===== src/rtl/mam_sram_responder.sv =====
// -----------------------------------------------------------------------------
// mam_sram_responder
//
// Bridges a request/write-data/read-data handshake interface onto a
// single-port synchronous SRAM. Requests carry a byte address relative to
// BASE_ADDR and an optional burst length. Each request is turned into one SRAM
// access per beat at consecutive word addresses. Bursts wrap modulo the SRAM
// depth.
//
// Optional feature (macro MAM_SRAM_RANGE_CHECK_EN):
//    A request whose start byte address lies outside the SRAM window gets the
//    following treatment. Every beat of it completes its handshake normally,
//    but no SRAM strobe is issued. Reads return zero. The sticky err flag is
//    set and stays set until reset. Without the macro, err is tied low and the
//    address is simply truncated to the SRAM word-address width.
//
// Ports
//    clk, rst          : clock and asynchronous active-high reset
//    req_valid/ready   : request handshake (ready only while idle)
//    req_rw            : 0 read, 1 write
//    req_addr          : byte address of the first beat
//    req_burst         : 1 = burst of req_beats beats (0 treated as 1)
//    req_beats         : burst length
//    write_valid/ready : write beat handshake
//    write_data        : write beat data
//    write_strb        : byte enables (honoured for single-beat transfers)
//    read_valid/ready  : read beat handshake
//    read_data         : read beat data, held until accepted
//    sram_ce, sram_we  : SRAM strobe and write enable
//    sram_addr         : SRAM word address
//    sram_wdata        : SRAM write data
//    sram_be           : SRAM byte enables
//    sram_rdata        : SRAM read data, valid the cycle after a read strobe
//    err               : sticky out-of-range flag
// -----------------------------------------------------------------------------
module mam_sram_responder #(
   parameter int                    DATA_WIDTH     = 16,
   parameter int                    ADDR_WIDTH     = 32,
   parameter int                    MEM_ADDR_WIDTH = 10,
   parameter logic [ADDR_WIDTH-1:0] BASE_ADDR      = {ADDR_WIDTH{1'b0}}
) (
   input  logic                      clk,
   input  logic                      rst,
   input  logic                      req_valid,
   output logic                      req_ready,
   input  logic                      req_rw,
   input  logic [ADDR_WIDTH-1:0]     req_addr,
   input  logic                      req_burst,
   input  logic [13:0]               req_beats,
   input  logic                      write_valid,
   input  logic [DATA_WIDTH-1:0]     write_data,
   input  logic [DATA_WIDTH/8-1:0]   write_strb,
   output logic                      write_ready,
   output logic                      read_valid,
   output logic [DATA_WIDTH-1:0]     read_data,
   input  logic                      read_ready,
   output logic                      sram_ce,
   output logic                      sram_we,
   output logic [MEM_ADDR_WIDTH-1:0] sram_addr,
   output logic [DATA_WIDTH-1:0]     sram_wdata,
   output logic [DATA_WIDTH/8-1:0]   sram_be,
   input  logic [DATA_WIDTH-1:0]     sram_rdata,
   output logic                      err
);

   localparam int BYTES      = DATA_WIDTH / 8;
   localparam int SHIFT      = $clog2(BYTES);
   localparam int RANGE_BITS = MEM_ADDR_WIDTH + SHIFT;

   typedef enum logic [2:0] {
      IDLE       = 3'd0,
      WRITE      = 3'd1,
      READ_ISSUE = 3'd2,
      READ_WAIT  = 3'd3,
      READ_DATA  = 3'd4
   } state_t;

   state_t                    state_r, state_s;
   logic [13:0]               beats_r, beats_s;
   logic [MEM_ADDR_WIDTH-1:0] addr_r, addr_s;
   logic                      single_r, single_s;
   logic [DATA_WIDTH-1:0]     read_data_r, read_data_s;

   logic                      accept_s;
   logic                      beat_access_s;
   logic                      beat_oor_s;
   logic [ADDR_WIDTH-1:0]     req_offset_s;
   logic [ADDR_WIDTH-1:0]     req_word_s;
   logic [13:0]               req_len_s;
   logic                      unused_s;

   // Byte offset into the SRAM window and the resulting word index.
   assign req_offset_s  = req_addr - BASE_ADDR;
   assign req_word_s    = req_offset_s >> SHIFT;
   // Non-burst requests and zero-length bursts both move exactly one beat.
   assign req_len_s     = (!req_burst || (req_beats == 14'd0)) ? 14'd1 : req_beats;
   assign accept_s      = (state_r == IDLE) && req_valid;
   // Cycles in which a beat would touch the SRAM.
   assign beat_access_s = ((state_r == WRITE) && write_valid) || (state_r == READ_ISSUE);
   assign read_data     = read_data_r;

   // Bits of the offset beyond the SRAM window are dropped by design.
   assign unused_s = ^{req_offset_s, req_word_s, beat_access_s};

`ifdef MAM_SRAM_RANGE_CHECK_EN
   logic oor_r;
   logic err_r;
   logic req_oor_s;

   // Any offset bit above the window means the address is outside the SRAM.
   // The offset is unsigned, so addresses below BASE_ADDR wrap high and are
   // caught here as well. Later beats of an in-range burst wrap inside the
   // window and therefore stay in range.
   assign req_oor_s  = |(req_offset_s >> RANGE_BITS);
   assign beat_oor_s = oor_r;
   assign err        = err_r;

   // Out-of-range flag of the active request and the sticky error flag.
   always_ff @(posedge clk or posedge rst) begin
      if (rst) begin
         oor_r <= 1'b0;
         err_r <= 1'b0;
      end else begin
         if (accept_s) begin
            oor_r <= req_oor_s;
         end else begin
            oor_r <= oor_r;
         end
         if (beat_access_s && oor_r) begin
            err_r <= 1'b1;
         end else begin
            err_r <= err_r;
         end
      end
   end
`else
   assign beat_oor_s = 1'b0;
   assign err        = 1'b0;
`endif

   // Next-state logic and handshake/SRAM strobe outputs.
   always_comb begin
      state_s     = state_r;
      beats_s     = beats_r;
      addr_s      = addr_r;
      single_s    = single_r;
      read_data_s = read_data_r;
      req_ready   = 1'b0;
      write_ready = 1'b0;
      read_valid  = 1'b0;
      sram_ce     = 1'b0;
      sram_we     = 1'b0;
      sram_addr   = addr_r;
      sram_wdata  = write_data;
      sram_be     = {BYTES{1'b0}};
      case (state_r)
         IDLE: begin
            req_ready = 1'b1;
            if (req_valid) begin
               beats_s  = req_len_s;
               single_s = (req_len_s == 14'd1);
               addr_s   = req_word_s[MEM_ADDR_WIDTH-1:0];
               state_s  = req_rw ? WRITE : READ_ISSUE;
            end else begin
               state_s = IDLE;
            end
         end
         WRITE: begin
            write_ready = 1'b1;
            if (write_valid) begin
               sram_ce = !beat_oor_s;
               sram_we = !beat_oor_s;
               // Byte strobes only make sense for a lone beat; bursts write whole words.
               sram_be = beat_oor_s ? {BYTES{1'b0}} :
                         (single_r ? write_strb : {BYTES{1'b1}});
               if (beats_r == 14'd1) begin
                  beats_s = 14'd0;
                  state_s = IDLE;
               end else begin
                  beats_s = beats_r - 14'd1;
                  addr_s  = addr_r + MEM_ADDR_WIDTH'(1);
               end
            end else begin
               state_s = WRITE;
            end
         end
         READ_ISSUE: begin
            sram_ce = !beat_oor_s;
            state_s = READ_WAIT;
         end
         READ_WAIT: begin
            read_data_s = beat_oor_s ? {DATA_WIDTH{1'b0}} : sram_rdata;
            state_s     = READ_DATA;
         end
         READ_DATA: begin
            read_valid = 1'b1;
            if (read_ready) begin
               if (beats_r == 14'd1) begin
                  beats_s = 14'd0;
                  state_s = IDLE;
               end else begin
                  beats_s = beats_r - 14'd1;
                  addr_s  = addr_r + MEM_ADDR_WIDTH'(1);
                  state_s = READ_ISSUE;
               end
            end else begin
               state_s = READ_DATA;
            end
         end
         default: begin
            state_s = IDLE;
         end
      endcase
   end

   // State and datapath registers.
   always_ff @(posedge clk or posedge rst) begin
      if (rst) begin
         state_r     <= IDLE;
         beats_r     <= 14'd0;
         addr_r      <= {MEM_ADDR_WIDTH{1'b0}};
         single_r    <= 1'b0;
         read_data_r <= {DATA_WIDTH{1'b0}};
      end else begin
         state_r     <= state_s;
         beats_r     <= beats_s;
         addr_r      <= addr_s;
         single_r    <= single_s;
         read_data_r <= read_data_s;
      end
   end

endmodule


===== config.mk =====
export PLATFORM = sky130hd
export DESIGN_NAME = mam_sram_responder
export DESIGN_NICKNAME = d
export VERILOG_FILES = /design/src/rtl/mam_sram_responder.sv
export SDC_FILE = /design/constraint.sdc
export NUM_CORES = 1
export LEC_CHECK = 0
export ABC_AREA = 0
export CAP_MARGIN = 20
export CORE_MARGIN = 1.5
export CORE_UTILIZATION = 37
export CTS_CLUSTER_DIAMETER = 40
export DETAILED_ROUTE_END_ITERATION = 10
export PLACE_DENSITY = 0.77
export SYNTH_ARGS = -nofsm -noshare
export SYNTH_HDL_FRONTEND = slang
export SYNTH_SLANG_ARGS = --single-unit

===== constraint.sdc =====
create_clock -name clk -period 1.93 [get_ports clk]
set_clock_uncertainty 0.05 [all_clocks]
set_input_delay 0.386 -clock clk [delete_from_list [all_inputs] [get_ports clk]]
set_output_delay 0.386 -clock clk [all_outputs]
set_load 0.005 [all_outputs]

==> results of run 1 <==
-- worst max-delay path, delay by kind of cell (launching register included) --
kind,cells,cell delay (ps)
flops,1,420
buf+inv,3,470
compound gates,2,460
mux,1,330
simple gates,1,60
-- flip-flops by register name, summed over array words and instances, names as in the netlist --
signal     count
single_r       1
state_r        3
read_data     16
beats_r       14
sram_addr     10
-- per-layer routing --
layer  global-route usage (%)  wire [um]
met1                     28.0       3780
met4                     6.77        129
met3                     4.63        494
met5                        0          0
met2                     31.0       3920
-- how the worst max path moves through the flow --
stage,start,endpoint,slack (ps),cells past startpoint
global placement,write_valid,sram_be[1],-270,4
global route,beats_r[1],state_r[0],-30,8
floorplan,beats_r[0],sram_addr[1],10,6
CTS,write_valid,beats_r[9],10,9
detailed placement,write_valid,sram_be[1],-290,4
finish,state_r[2],beats_r[0],30,7
-- final cells by class --
| cell class | count | area, um2 | area share [%] |
|---|---|---|---|
| repair buffers | 143 | 1290 | 30.6 |
| clock inverters | 2 | 10.0 | 0.238 |
| inverters | 16 | 60.1 | 1.43 |
| clock buffers | 6 | 82.6 | 1.97 |
| flip-flops and latches | 44 | 1100 | 26.2 |
| well taps | 99 | 124 | 2.95 |
| multi-input cells | 199 | 1540 | 36.5 |
-- cell usage in the layout (no fill, tap or decap), drive strengths merged, types with 6 or more instances in the layout --
cell | netlist | final
a211oi | 12 | 12
a21oi | 11 | 11
a2bb2oi | 8 | 8
a31oi | 7 | 7
buf | 31 | 63
clkbuf | 6 | 9
clkdlybuf4s50 | 0 | 73
dfrtp | 44 | 44
inv | 16 | 15
mux2 | 19 | 19
nand2 | 20 | 20
nand3 | 15 | 15
nand4 | 7 | 7
nor2 | 9 | 9
nor3 | 13 | 13
nor4 | 6 | 6
o211ai | 6 | 6
o21ai | 7 | 7
-- repair_timing --
item                                    4_1_cts  5_1_grt
pin swaps                                     1        5
buffers inserted                              4        5
endpoints found under the setup margin        9       28
resized for setup                            17       18
-- stage by stage --
stage               setup slack [ps]  instances  util [%]  hold slack, ps
detailed placement              -288        494      54.2             445
global route                   -29.6        509      57.0             422
finish                          29.3        509      57.0             375
global placement                -269        494      54.2             437
floorplan                       13.0        296         -             443
CTS                             12.4        506      55.9             386
-- cells by family after synthesis --
kind of cell | Yosys count | share of synthesized area, %
DFF | 44 | 38.6
other | 1 | 0.131
muxes | 22 | 8.68
adders and majority gates | 3 | 1.31
xor gates and xnor gates | 2 | 1.27
and+or+nand+nor | 89 | 18.4
buffers and inverters | 53 | 10.3
AOI/OAI and AO/OA | 82 | 21.4
-- power groups by stage --
stage          sequential, mW  combinational [mW]  clock [mW]
6_report                 1.79                4.50       0.616
5_1_grt                  1.86                4.86       0.677
4_1_cts                  1.78                4.27       0.642
3_5_place_dp             1.78                4.24           0
3_3_place_gp             1.76                4.17           0
2_1_floorplan            1.74                2.33           0
==> results.sh, run 1 <==
export IMPL_outcome="finished, final reports clean"
export IMPL_rr_endpoint="beats_r[0]"
export IMPL_tns_ps=0
export IMPL_netlist_area_mm2=0.00286
export IMPL_initial_core_util_pct=38.7
export IMPL_startpoint_type="flip-flop"
export IMPL_clock_latency_ps=300
export IMPL_regToRegStartpoint="state_r[2]"
export IMPL_gp_congestion=0.918
export IMPL_switching_share_pct=40.8
export IMPL_ir_drop_v=0.000890
export IMPL_boundaryPins=137
export IMPL_ys_top_cells_by_count="dfrtp_1, nand2_1, buf_4"
export IMPL_synth_top_cell_by_area="dfrtp_1"
export IMPL_vias=2843
export IMPL_drive_above_1_share_pct=27.3
export IMPL_grt_max_degree=24
export IMPL_drc=0
export IMPL_overflow=0
export IMPL_p_leak_nw=1.75
export IMPL_cp_slowest_cell="dfrtp_1"
export IMPL_r2r_slack_ps=30
export IMPL_min_period_over_period_pct=98.5
export IMPL_fillerInstances=666
export IMPL_drt_iter0_markers=213
export IMPL_dr_pass1_iters=4
export IMPL_first_global_vias=2768
export IMPL_clkPwrFrac_pct=8.9
export IMPL_dp_hpwl_um=6040
export IMPL_ys_seq_area_share_pct=38.6
export IMPL_grt_util_all_layers_pct=20.2
export IMPL_cts_made_buffers=5
export IMPL_yosys_area_top_type_share_pct=38.6
export IMPL_max_cap_viol_count=0
export IMPL_report_final_slew_viol_count=0
export IMPL_synth_async_sr_flop_share_pct=100
export IMPL_path_cells="buf_12 -> mux2_4 -> a21oi_4 -> buf_12 -> clkbuf_4 -> nor2_1 -> a221o_1"
export IMPL_wl_per_cell_um=16.3
export IMPL_diodes=0
export IMPL_hp_class="input port to asynchronous set/reset pin"
export IMPL_critPathMaxStageDelay_ps=420
export IMPL_ys_flop_type="dfrtp_1"
export IMPL_area_growth_pct=47.2
export IMPL_io_buffers=81
export IMPL_grt_pass1_wl_um=13600
export IMPL_drt_wl_total_um=8320
export IMPL_ff2ff_path_depth=7
export IMPL_via_per_inst=5.59
export IMPL_hold_buffers=0
export IMPL_synth_warnings=0
export IMPL_power_frac_comb_pct=65.1
export IMPL_p_int_mw=4.09
export IMPL_path_clk_slew_ps=90
export IMPL_syn_num_nets=386
export IMPL_synth_edf_count=0
export IMPL_fp_dieH_um=90.8
export IMPL_die_area_mm2=0.00825
export IMPL_placed_area_mm2=0.00400
export IMPL_critPathKind="flip-flop to flip-flop"
export IMPL_synth_most_common_cell="dfrtp_1"
export IMPL_seq_power_share_pct=26.0
export IMPL_antenna_found_initial=0
export IMPL_ant_nets=0
export IMPL_crit_path_frequent_cell="buf_12"
export IMPL_setup_viol=0
export IMPL_fp_row_count=31
export IMPL_nNetsFinal=499
export IMPL_syn_inst=296
export IMPL_ys_types=60
export IMPL_cts_buffer_depth=2
export IMPL_crit_arrival_ps=2040
export IMPL_report_final_hold_viol_count=0
export IMPL_synth_area_per_cell_um2=9.65
export IMPL_p_sw_mw=2.82
export IMPL_ys_top_cells_by_area="dfrtp_1, mux2_2, buf_4, a211oi_1, nand2_1"
export IMPL_clock_fmax_ghz=0.526
export IMPL_ctsHtreeMaxLevel=2
export IMPL_die_w_um=90.8
export IMPL_power_density_mw_per_mm2=1640
export IMPL_core_mm2=0.00737
export IMPL_critical_path_peak_fanout=12
export IMPL_clock_root_buffer="clkbuf_8"
export IMPL_finalInstanceArea_mm2=0.00420
export IMPL_cts_sinks=44
export IMPL_ys_ff_latch=44
export IMPL_endpoint_kind="flip-flop"
export IMPL_power_mw=6.90
export IMPL_cts_tree="yes"
export IMPL_min_period_ps=1900
export IMPL_cp_required_ps=2070
Note: power is estimated with default switching activity, not from simulation.
==> run 2: changes to the inputs <==
--- a/config.mk
+++ b/config.mk
@@ -7,8 +7,10 @@
 export LEC_CHECK = 0
 export ABC_AREA = 0
 export CAP_MARGIN = 20
+export CORE_ASPECT_RATIO = 1.5
 export CORE_MARGIN = 1.5
 export CORE_UTILIZATION = 37
+export CTS_BUF_LIST = sky130_fd_sc_hd__clkbuf_16
 export CTS_CLUSTER_DIAMETER = 40
 export DETAILED_ROUTE_END_ITERATION = 10
 export PLACE_DENSITY = 0.77
==> results.sh, run 2 (same netlist as run 1, synthesis figures left out) <==
export IMPL_startpoint_type="flip-flop"
export IMPL_regToRegStartpoint="state_r[2]"
export IMPL_power_mw=7.72
export IMPL_cts_made_buffers=5
export IMPL_path_clk_slew_ps=70
export IMPL_grt_max_degree=45
export IMPL_multi_input_comb_area_mm2=0.00159
export IMPL_fp_dieH_um=111
export IMPL_r2r_slack_ps=30
export IMPL_grt_util_all_layers_pct=22.9
export IMPL_worstMarginPinSlew_ps=528
export IMPL_report_final_hold_viol_count=0
export IMPL_endpoint_kind="flip-flop"
export IMPL_crit_arrival_ps=2030
export IMPL_placed_area_mm2=0.00401
export IMPL_crit_family="compound AO/OA/AOI/OAI gates"
export IMPL_min_period_over_period_pct=98.6
export IMPL_fp_row_count=39
export IMPL_die_w_um=74.7
export IMPL_clock_fmax_ghz=0.526
export IMPL_initial_core_util_pct=37.8
export IMPL_vias=2898
export IMPL_tns_ps=0
export IMPL_dp_cells=496
export IMPL_diodes=0
export IMPL_p_int_mw=4.66
export IMPL_seq_area_mm2=0.00110
export IMPL_finalInstanceArea_mm2=0.00443
export IMPL_cts_buffer_depth=2
export IMPL_drt_iter0_markers=161
export IMPL_area_growth_pct=55.1
export IMPL_hp_class="input port to asynchronous set/reset pin"
export IMPL_critPathKind="flip-flop to flip-flop"
export IMPL_rsz0062_at_grt="true"
export IMPL_ctsHtreeMaxLevel=2
export IMPL_ff2ff_path_depth=7
export IMPL_ant_nets=0
export IMPL_antenna_found_initial=0
export IMPL_final_util_pct=58.6
export IMPL_first_global_vias=3041
export IMPL_seq_power_share_pct=22.9
export IMPL_critical_path_peak_fanout=6
export IMPL_drive_above_1_share_pct=30.2
export IMPL_critPathMaxStageDelay_ps=400
export IMPL_core_mm2=0.00756
export IMPL_p_leak_nw=1.85
export IMPL_cp_required_ps=2060
export IMPL_wl_per_cell_um=17.6
export IMPL_most_common_layout_cells="clkdlybuf4s50_1, buf_4, dfrtp_1, nand2_1, mux2_2"
export IMPL_report_final_slew_viol_count=0
export IMPL_p_sw_mw=3.06
export IMPL_stdcell_count=516
export IMPL_io_buffers=81
export IMPL_cp_slowest_cell="dfrtp_2"
export IMPL_nNetsFinal=503
export IMPL_clock_latency_ps=300
export IMPL_clock_root_buffer="clkbuf_16"
export IMPL_gp_congestion=0.876
export IMPL_final_common_cell="clkdlybuf4s50_1"
export IMPL_path_buf_inv=3
export IMPL_boundaryPins=137
export IMPL_ir_drop_v=0.00105
export IMPL_setup_slack_ps=27.0
export IMPL_dpl_worst_slack_ps=-308
export IMPL_power_frac_comb_pct=64.0
export IMPL_dp_hpwl_um=6320
export IMPL_hold_buffers=0
export IMPL_rr_endpoint="beats_r[0]"
export IMPL_die_area_mm2=0.00826
export IMPL_drc=0
export IMPL_dr_pass1_iters=4
export IMPL_overflow=0
export IMPL_cts_tree="yes"
export IMPL_drt_wl_total_um=9110
export IMPL_clkPwrFrac_pct=13.1
export IMPL_power_density_mw_per_mm2=1740
export IMPL_switching_share_pct=39.6
export IMPL_fillerInstances=620
export IMPL_outcome="finished, final reports clean"
export IMPL_largest_reg_flops=16
export IMPL_slew_headroom_pct=64.5
export IMPL_max_cap_viol_count=0
export IMPL_setup_viol=0
export IMPL_grt_pass1_wl_um=14700
export IMPL_holdWs_ps=401
export IMPL_min_period_ps=1900
export IMPL_cts_sinks=44
export IMPL_via_per_inst=5.62
export IMPL_path_cells="buf_4 -> buf_6 -> mux2_4 -> a21oi_4 -> buf_12 -> nor2_1 -> a221o_1"
## run 2: worst max path at each step
stage                start            to  slack (ps)  cells past startpoint
4_1_cts         state_r[1]     req_ready        -210                      3
3_5_place_dp   write_valid    sram_be[1]        -310                      4
3_3_place_gp   write_valid    sram_be[1]        -300                      4
5_1_grt         state_r[2]    beats_r[0]         -20                      7
2_1_floorplan   beats_r[0]  sram_addr[1]          10                      6
6_report        state_r[2]    beats_r[0]          30                      7
## run 2: cell type report
| type | count | area share [%] |
|---|---|---|
| sequential | 44 | 24.9 |
| clock buffer | 5 | 2.82 |
| clock inverter | 3 | 0.960 |
| tap | 102 | 2.88 |
| inverter | 16 | 1.41 |
| multi-input combinational | 199 | 35.8 |
| timing repair buffer | 147 | 31.2 |
## run 2: repair_timing
item	in CTS	in global routing
pin swaps	1	8
hold endpoints to repair	0	0
gates cloned	0	1
setup buffers	7	4
setup endpoints to repair	8	18
resized for setup	22	28
## run 2: tightest hold or removal path, stage by stage
cell	delay, ps
clkdlybuf4s50_1	390
inv_1	90
buf_12	260
## run 2: routing by layer
layer | track usage, % | up-vias | part of all wire, %
met5 | 0 | - | 0
met4 | 10.7 | 0 | 3.5
met3 | 6.30 | 26 | 7.2
met2 | 38.1 | 127 | 53
met1 | 26.4 | 1404 | 36
li1 | - | 1341 | -
## run 2: power by group through the flow
stage	sequential [mW]	clock, mW	combinational, mW
global route	1.82	1.04	5.31
CTS	1.76	1.02	4.45
global placement	1.75	0	4.21
detailed placement	1.77	0	4.27
finish	1.77	1.01	4.94
floorplan	1.74	0	2.33
